<file path="src/rtl/axis_alex_rx.sv">
// Serial "Alex" link receiver: 16-bit frames clocked by sclk,
// latched by load strobes, delivered as AXI4-Stream words.
module axis_alex_rx #(
    parameter int TIMEOUT = 160
) (
    input  logic        aclk,
    input  logic        aresetn,
    input  logic [3:0]  alex_data,
    output logic [31:0] m_axis_tdata,
    output logic        m_axis_tvalid,
    input  logic        m_axis_tready,
    output logic        overflow,
    output logic [7:0]  err_cntr
);

    logic [3:0]  r_s1;
    logic [3:0]  r_s2;
    logic [3:0]  r_s3;
    logic [15:0] r_shift;
    logic [4:0]  r_bits;
    logic [11:0] r_idle;
    logic [17:0] r_word;
    logic        r_valid;
    logic        r_ovf;
    logic [7:0]  r_err;

    logic [3:0]  w_rise;
    logic        w_load_lvl;
    logic        w_load_ev;
    logic        w_bit;
    logic        w_timeout;
    logic        w_done;
    logic        w_bad;

    assign w_rise     = r_s2 & ~r_s3;
    assign w_load_lvl = r_s2[2] | r_s2[3];
    assign w_load_ev  = w_load_lvl & ~(r_s3[2] | r_s3[3]);
    // Any asserted load line masks sclk, so a load event always wins.
    assign w_bit      = w_rise[1] & ~w_load_lvl;
    assign w_timeout  = (r_bits != 5'd0) && (r_idle == 12'(TIMEOUT))
                        && !w_load_ev && !w_bit;
    assign w_done     = w_load_ev && (r_bits == 5'd16);
    assign w_bad      = (w_load_ev && (r_bits != 5'd0) && (r_bits != 5'd16))
                        || (w_timeout && (r_bits != 5'd16));

    always_ff @(posedge aclk or negedge aresetn) begin
        if (!aresetn) begin
            r_s1 <= '0;
            r_s2 <= '0;
            r_s3 <= '0;
        end else begin
            r_s1 <= alex_data;
            r_s2 <= r_s1;
            r_s3 <= r_s2;
        end
    end

    always_ff @(posedge aclk or negedge aresetn) begin
        if (!aresetn) begin
            r_shift <= '0;
            r_bits  <= '0;
            r_idle  <= '0;
            r_err   <= '0;
        end else begin
            if (w_bit)
                r_shift <= {r_shift[14:0], r_s2[0]};
            if (w_load_ev || w_timeout)
                r_bits <= '0;
            else if (w_bit && (r_bits != 5'd31))
                r_bits <= r_bits + 5'd1;
            if ((r_bits == 5'd0) || w_bit || w_load_ev || w_timeout)
                r_idle <= '0;
            else
                r_idle <= r_idle + 12'd1;
            if (w_bad && (r_err != 8'hFF))
                r_err <= r_err + 8'd1;
        end
    end

    // One-word holding register; a word arriving while stalled is lost.
    always_ff @(posedge aclk or negedge aresetn) begin
        if (!aresetn) begin
            r_word  <= '0;
            r_valid <= 1'b0;
            r_ovf   <= 1'b0;
        end else if (w_done) begin
            if (!r_valid || m_axis_tready) begin
                r_word  <= {r_s2[3], r_s2[2], r_shift};
                r_valid <= 1'b1;
            end else begin
                r_ovf <= 1'b1;
            end
        end else if (m_axis_tready) begin
            r_valid <= 1'b0;
        end
    end

    assign m_axis_tdata  = {14'd0, r_word};
    assign m_axis_tvalid = r_valid;
    assign overflow      = r_ovf;
    assign err_cntr      = r_err;

endmodule
</file>
<file path="config.mk">
export PLATFORM = sky130hd
export DESIGN_NAME = axis_alex_rx
export DESIGN_NICKNAME = d
export VERILOG_FILES = /design/src/rtl/axis_alex_rx.sv
export SDC_FILE = /design/constraint.sdc
export NUM_CORES = 1
export LEC_CHECK = 0
export ABC_AREA = 1
export CAP_MARGIN = 20
export CORE_ASPECT_RATIO = 0.5
export CORE_MARGIN = 2
export CORE_UTILIZATION = 40
export CTS_CLUSTER_DIAMETER = 150
export DETAILED_ROUTE_END_ITERATION = 12
export PLACE_DENSITY = 0.59
export SLEW_MARGIN = 25
export SYNTH_ARGS = -nofsm -noshare
export SYNTH_HDL_FRONTEND = slang
export SYNTH_SLANG_ARGS = --single-unit
</file>
<file path="constraint.sdc">
create_clock -name aclk -period 4.3 [get_ports aclk]
set_input_delay 0.645 -clock aclk [delete_from_list [all_inputs] [get_ports aclk]]
set_output_delay 0.645 -clock aclk [all_outputs]
set_load 0.005 [all_outputs]
</file>
==> out/results.ini, run 1 <==
[cells_and_area]
postLayoutCellArea_um2 = 4030
syn2layout_area_growth_pct = 22.6
layout-drive-gt1-share_pct = 13.7
fin_cells = 498
diodes = 0
nets = 394
layout_commonest_cell = nand2_1
final_cell_mix = 83 x nand2_1, 72 x dfrtp_1, 36 x inv_1

[detailed_routing]
top_layer = met4
drt_iter0_drc = 137
wl_met3_um = 273
wire_per_inst_um = 11.6
vias = 2244
ant_nets = 0
wl_met2_mm = 2.60
drtPass1Iterations = 4
postRouteWirelength_mm = 5.78
wl_met1_mm = 2.84
routed_via_density = 4.51
route.detailed.drc = 0

[logic_synthesis]
synthSimpleGateAreaFrac_pct = 21.2
syn_area_per_cell_um2 = 9.57
synth_compound_area_share_pct = 8.92
synthTopCellsByArea = dfrtp_1 55%, nand2_1 9.5%, o21ai_2 4.3%, inv_1 4.1%, buf_4 3.4%
synth_warnings = 0
synth-seq-cells = 72
synthMuxAreaShare_pct = 0
synth-seq-area-share_pct = 54.9
synth.distinct_cells = 31
synth_edf_count = 0
async_flop_share_pct = 100
synth_top_family_by_area = simple AND/OR/NAND/NOR gates
netlist.area_leader.share_pct = 54.9
synth_cells = 343
synthAdderAreaFrac_pct = 2.29
ys_dominant_reg_cell = dfrtp_1
synthXorXnorAreaFrac_pct = 3.47
synthesis.area_um2 = 3280
yosys.area.top_type = dfrtp_1

[setup_path]
crit_required_ns = 3.65
path_buf_inv = 1
critPathLaunchType = flip-flop
rrSetupSlack_ns = 2.54
crit_type = flip-flop to primary output
r2r_start = r_bits[0]$_DFFE_PN0P_
end_kind = primary output
critPathTopFamily = buffers and inverters
reg2reg_depth = 9
r2r-end = r_word[3]$_DFFE_PN0P_
cpMaxStageDelayCell = clkdlybuf4s50_1
worstPathArrival_ns = 1.31
critPathMaxFanout = 6
cp_slowest_stage_delay_ns = 0.54
cp_cell_sequence = clkdlybuf4s50_1

[global_routing]
grt_pass1_vias = 2126
antenna_found_initial = 0
grt_util_all_layers_pct = 14.2
overflow = 0
grt_pass1_wl_mm = 9.84
grt_start_max_net_pins = 38

[pwr]
sw_frac_of_total_pct = 21.9
p_comb_share_pct = 8.1
clkPwrFrac_pct = 50.6
p_seq_share_pct = 41.2
ir_drop_uv = 214
p_leak_uw = 0.00186
p_int_uw = 1410
p_per_area_nw_per_um2 = 449
switchingPower_uw = 397

[clock_network]
clockRootBuffer = clkbuf_16
cts_hold_buf = 0
post_cts_resized = 0
cts_tree = built
insertion_delay_ns = 0.33
cts_sinks = 72
numCtsBuffers = 9
cts_setup_buffers = 0
path_clk_slew_ns = 0.05
cts_buffer_depth = 2
htree_levels = 3

[sta]
slew-limit-headroom_pct = 47.9
worstMarginPinSlew_ns = 0.781
fin_ws_ns = 2.34
slew_violations = 0
fin_crit_sh_pct = 45.5
hold_viol_final = 0
fin_crit_ns = 1.96
setup_viol = 0
rsz0062_at_grt = false
setup_tns_ns = 0
fin_skew_ns = 0.00447
max_clock_freq_mhz = 511

[run]
drv_cap = 0

[placement]
gp_congestion = 0.761
dp.cells = 482
post-place-ws_ns = 2.33
hpwl_mm = 4.02
placement.cell_area_um2 = 3660
io_buffer_count = 34

[min_path]
whs_endpoint = r_s2[1]$_DFF_PN0_
min_path_cells = 0
hp-start = r_s1[1]$_DFF_PN0_
hold_path.class = flip-flop to flip-flop

[die]
die_h_um = 68.1
core_um2 = 7970
die_area_um2 = 8990
start_util_pct = 41.2
core.rowCount = 23
ios = 49
die_width_um = 132

[run_status]
status = finished clean

==> power by group through the flow <==
| stage | clock network (uW) | registers [uW] | logic, uW |
|---|---|---|---|
| 3_5_place_dp | 0 | 756 | 149 |
| 6_report | 916 | 746 | 147 |
| 2_1_floorplan | 0 | 752 | 97.2 |
| 3_3_place_gp | 0 | 755 | 145 |
| 5_1_grt | 963 | 752 | 171 |
| 4_1_cts | 935 | 745 | 151 |
==> logic make-up after synthesis <==
logic type,Yosys count
adder cells (fa/ha/maj),6
AND/OR/NAND/NOR,150
flip-flops,72
buffers and inverters,59
XOR/XNOR,13
other,1
AO/OA/AOI/OAI,42
==> state kept, by name (all words and copies together), names as in the netlist, 3 cells and up <==
register  cells
r_s3          3
r_idle       12
r_s1          4
r_word       18
r_bits        5
r_s2          4
r_shift      16
err_cntr      8
==> worst max path at each step <==
stage | start | to | slack [ns] | cells after the start
2_1_floorplan | r_bits[0]$_DFFE_PN0P_ | r_word[14]$_DFFE_PN0P_ | 2.86 | 10
3_5_place_dp | m_axis_tready | r_word[3]$_DFFE_PN0P_ | 2.33 | 6
5_1_grt | err_cntr[2]$_DFFE_PN0P_ | err_cntr[2] | 2.30 | 1
4_1_cts | err_cntr[6]$_DFFE_PN0P_ | err_cntr[6] | 2.33 | 1
3_3_place_gp | m_axis_tready | r_word[4]$_DFFE_PN0P_ | 2.35 | 6
6_report | err_cntr[6]$_DFFE_PN0P_ | err_cntr[6] | 2.34 | 1
==> synth_stat cells (2+ instances only) <==
master and instances:
o21ai_0 16, clkbuf_1 2, nor3_1 2, ha_1 6, nor2_4 3, inv_1 36
o21ai_2 16, dfrtp_1 72, nor2_1 27, nand4_1 4, nand2_2 2, xor2_1 12
nand3_1 19, nor2_2 4, buf_6 3, a21oi_1 4, nand2_4 3, inv_2 2
o21bai_1 2, nand2_1 83, buf_4 15
==> metal layers <==
| layer | track usage (%) | vias up |
|---|---|---|
| li1 | - | 1126 |
| met1 | 17.6 | 1064 |
| met2 | 23.2 | 46 |
| met3 | 4.74 | 8 |
| met4 | 6.11 | 0 |
| met5 | 0 | - |
==> through the flow <==
step | hold slack [ns] | power, uW | util, %
finish | 0.345 | 1810 | 50.5
global route | 0.361 | 1890 | 50.5
CTS | 0.348 | 1830 | 50.5
detailed placement | 0.336 | 905 | 45.9
global placement | 0.335 | 900 | 45.9
floorplan | 0.331 | 849 | -
==> area by class of cell <==
class                   count  area [um2]
clock buffers              10         239
clock inverters             6         130
fillers                   729        3950
inverters                  38         143
multi-input cells         225        1230
flip-flops and latches     72        1800
well taps                 112         140
repair buffers             35         343
No activity file was read; power rests on OpenSTA's default activity.
==> inputs of run 2 (changes only) <==
==> constraint.sdc (replaced) <==
create_clock -name aclk -period 1.83 [get_ports aclk]
set_input_delay 0.2745 -clock aclk [delete_from_list [all_inputs] [get_ports aclk]]
set_output_delay 0.2745 -clock aclk [all_outputs]
set_load 0.005 [all_outputs]
==> run 2 against run 1 <==
Effect of this change:
- cell area shrank 0.31%
- first-iteration DRC count grew 2.9%
- worst hold slack gained 0.0066 ns
- combinational power grew to 2.5 times the previous value
- critical path type is now flip-flop to flip-flop
- wire length grew 0.12%
==> out/results.ini, run 2 (synthesis results as in run 1) <==
[global_routing]
grt_start_max_net_pins = 73  ; was 38
grt_util_all_layers_pct = 14.0  ; was 14.2%
grt_pass1_wl_mm = 9.82  ; was 9.84 mm
overflow = 0  ; unchanged
antenna_found_initial = 0  ; unchanged
grt_pass1_vias = 2183  ; was 2126

[setup_path]
crit_required_ns = 2.04  ; was 3.65 ns
cpMaxStageDelayCell = dfrtp_1  ; was clkdlybuf4s50_1
critPathLaunchType = flip-flop  ; unchanged
worstPathArrival_ns = 1.89  ; was 1.31 ns
cp_cell_sequence = inv_1 -> ha_1 -> nand2_2 -> nor2_4 -> nand2_2 -> nor2_4 -> nand2_8 -> nand2_1 -> o21ai_2  ; was clkdlybuf4s50_1
end_kind = flip-flop  ; was primary output
cp_slowest_stage_delay_ns = 0.40  ; was 0.54 ns
critPathMaxFanout = 34  ; was 6
crit_type = flip-flop to flip-flop  ; was flip-flop to primary output

[die]
die_area_um2 = 8990  ; unchanged
die_width_um = 132  ; unchanged
ios = 49  ; unchanged
die_h_um = 68.1  ; unchanged
start_util_pct = 41.2  ; unchanged
core.rowCount = 23  ; unchanged
core_um2 = 7970  ; unchanged

[detailed_routing]
drtPass1Iterations = 4  ; unchanged
postRouteWirelength_mm = 5.79  ; was 5.78 mm
drt_iter0_drc = 141  ; was 137
vias = 2241  ; was 2244
wire_per_inst_um = 11.5  ; was 11.6 um
ant_nets = 0  ; unchanged
routed_via_density = 4.46  ; was 4.51
route.detailed.drc = 0  ; unchanged

[clock_network]
cts_buffer_depth = 2  ; unchanged
clockRootBuffer = clkbuf_16  ; unchanged
htree_levels = 3  ; unchanged
insertion_delay_ns = 0.33  ; about the same
cts_tree = built  ; unchanged
numCtsBuffers = 9  ; unchanged
path_clk_slew_ns = 0.06  ; was 0.05 ns
cts_sinks = 72  ; unchanged

[cells_and_area]
nets = 398  ; was 394
layout_commonest_cell = nand2_1  ; unchanged
postLayoutCellArea_um2 = 4010  ; was 4030 um2
largest_reg_flops = 18  ; unchanged
layout-drive-gt1-share_pct = 14.1  ; was 13.7%
n_fill_cell = 755  ; was 729
syn2layout_area_growth_pct = 22.3  ; was 22.6%
final_cell_mix = 82 x nand2_1, 72 x dfrtp_1, 36 x inv_1  ; was 83 x nand2_1, 72 x dfrtp_1, 36 x inv_1
diodes = 0  ; unchanged
largestRegisters = r_word x18, r_shift x16, r_idle x12  ; unchanged
regMostFlops = r_word  ; unchanged

[placement]
io_buffer_count = 34  ; unchanged
gp_congestion = 0.794  ; was 0.761
placement.cell_area_um2 = 3680  ; was 3660 um2
hpwl_mm = 3.98  ; was 4.02 mm

[pwr]
p_leak_uw = 0.00186  ; about the same
p_per_area_nw_per_um2 = 960  ; was 449 nW/um2
ir_drop_uv = 669  ; was 214 uV

[sta]
holdWs_ns = 0.352  ; was 0.345 ns
fin_crit_ns = 1.68
fin_skew_ns = 0.00764  ; was 0.00447 ns
slew_violations = 0  ; unchanged
max_clock_freq_mhz = 594
hold_viol_final = 0  ; unchanged
setup_viol = 0  ; unchanged
fin_crit_sh_pct = 91.9

[run]
drv_cap = 0  ; unchanged

[run_status]
status = finished clean  ; unchanged

[min_path]
hold_path.class = flip-flop to flip-flop  ; unchanged

-- run 2: cell types whose count changed in the layout (fill, tap and decap cells not counted) --
cell	delta
buf_12	+1
buf_4	+2
bufinv_16	-3
clkbuf_1	+2
clkbuf_8	+1
dlygate4sd3_1	+1
nand2_1	-1
nand2_2	+1
nand2_4	-1
nand2_8	+1
-- run 2: layer usage --
metal	part of all wire, %	track usage (%)
met3	4.8	4.07
met5	0	0
met1	48	17.5
met4	0.79	5.71
met2	46	23.4
-- run 2: path summary, 6_finish.rpt --
path / start / end / slack, ns / cells past startpoint
setup / recovery: r_bits[0]$_DFFE_PN0P_ / r_word[3]$_DFFE_PN0P_ / 0.15 / 9
hold / removal: r_s1[0]$_DFF_PN0_ / r_s2[0]$_DFF_PN0_ / 0.35 / 0
setup reg to reg: r_bits[0]$_DFFE_PN0P_ / r_word[3]$_DFFE_PN0P_ / 0.15 / 9
hold reg to reg: r_s1[0]$_DFF_PN0_ / r_s2[0]$_DFF_PN0_ / 0.35 / 0
max in group asynchronous: aresetn / r_idle[7]$_DFF_PN0_ / 1.00 / 3
min in group asynchronous: aresetn / r_bits[3]$_DFFE_PN0P_ / 0.53 / 3
-- run 2: critical path: cells and delay by family (launching register included) --
family / cells / cell delay, ns
AOI/OAI and AO/OA: 1 / 0.06
adders and majority gates: 1 / 0.17
buffers and inverters: 1 / 0.10
DFF: 1 / 0.40
and+or+nand+nor: 6 / 0.82
-- run 2: power breakdown --
part,internal (uW),switching (uW),leakage (uW)
Clock,1120,605,0.000150
Sequential,1680,75.3,0.000969
Combinational,153,215,0.000736
Total,2960,895,0.00186
-- run 2: what timing repair did --
item	in CTS	in global routing
resized for setup	0	2
buffers inserted	0	1
hold buffers	1	0
setup endpoints to repair	0	18
hold endpoints to repair	72	0
-- run 2: area by class of cell --
cell class / count / area (um2) / share of cell area, %
sequential: 72 / 1800 / 44.9
multi-input combinational: 225 / 1240 / 30.9
timing repair buffer: 39 / 388 / 9.67
clock buffer: 13 / 260 / 6.49
inverter: 38 / 143 / 3.55
tap: 112 / 140 / 3.49
clock inverter: 3 / 40.0 / 0.998
-- run 2: through the flow --
step           setup TNS (ns)  std cells  worst slack [ns]  power [uW]  util (%)
2_1_floorplan               0        356             0.387        1990         -
3_3_place_gp                0        484             0.139        2120      46.2
3_5_place_dp                0        484            0.0689        2150      46.2
4_1_cts                     0        501            0.0346        3910      50.1
5_1_grt              -0.00509        502          -0.00365        4030      50.3
6_report                    0        502             0.148        3850      50.3
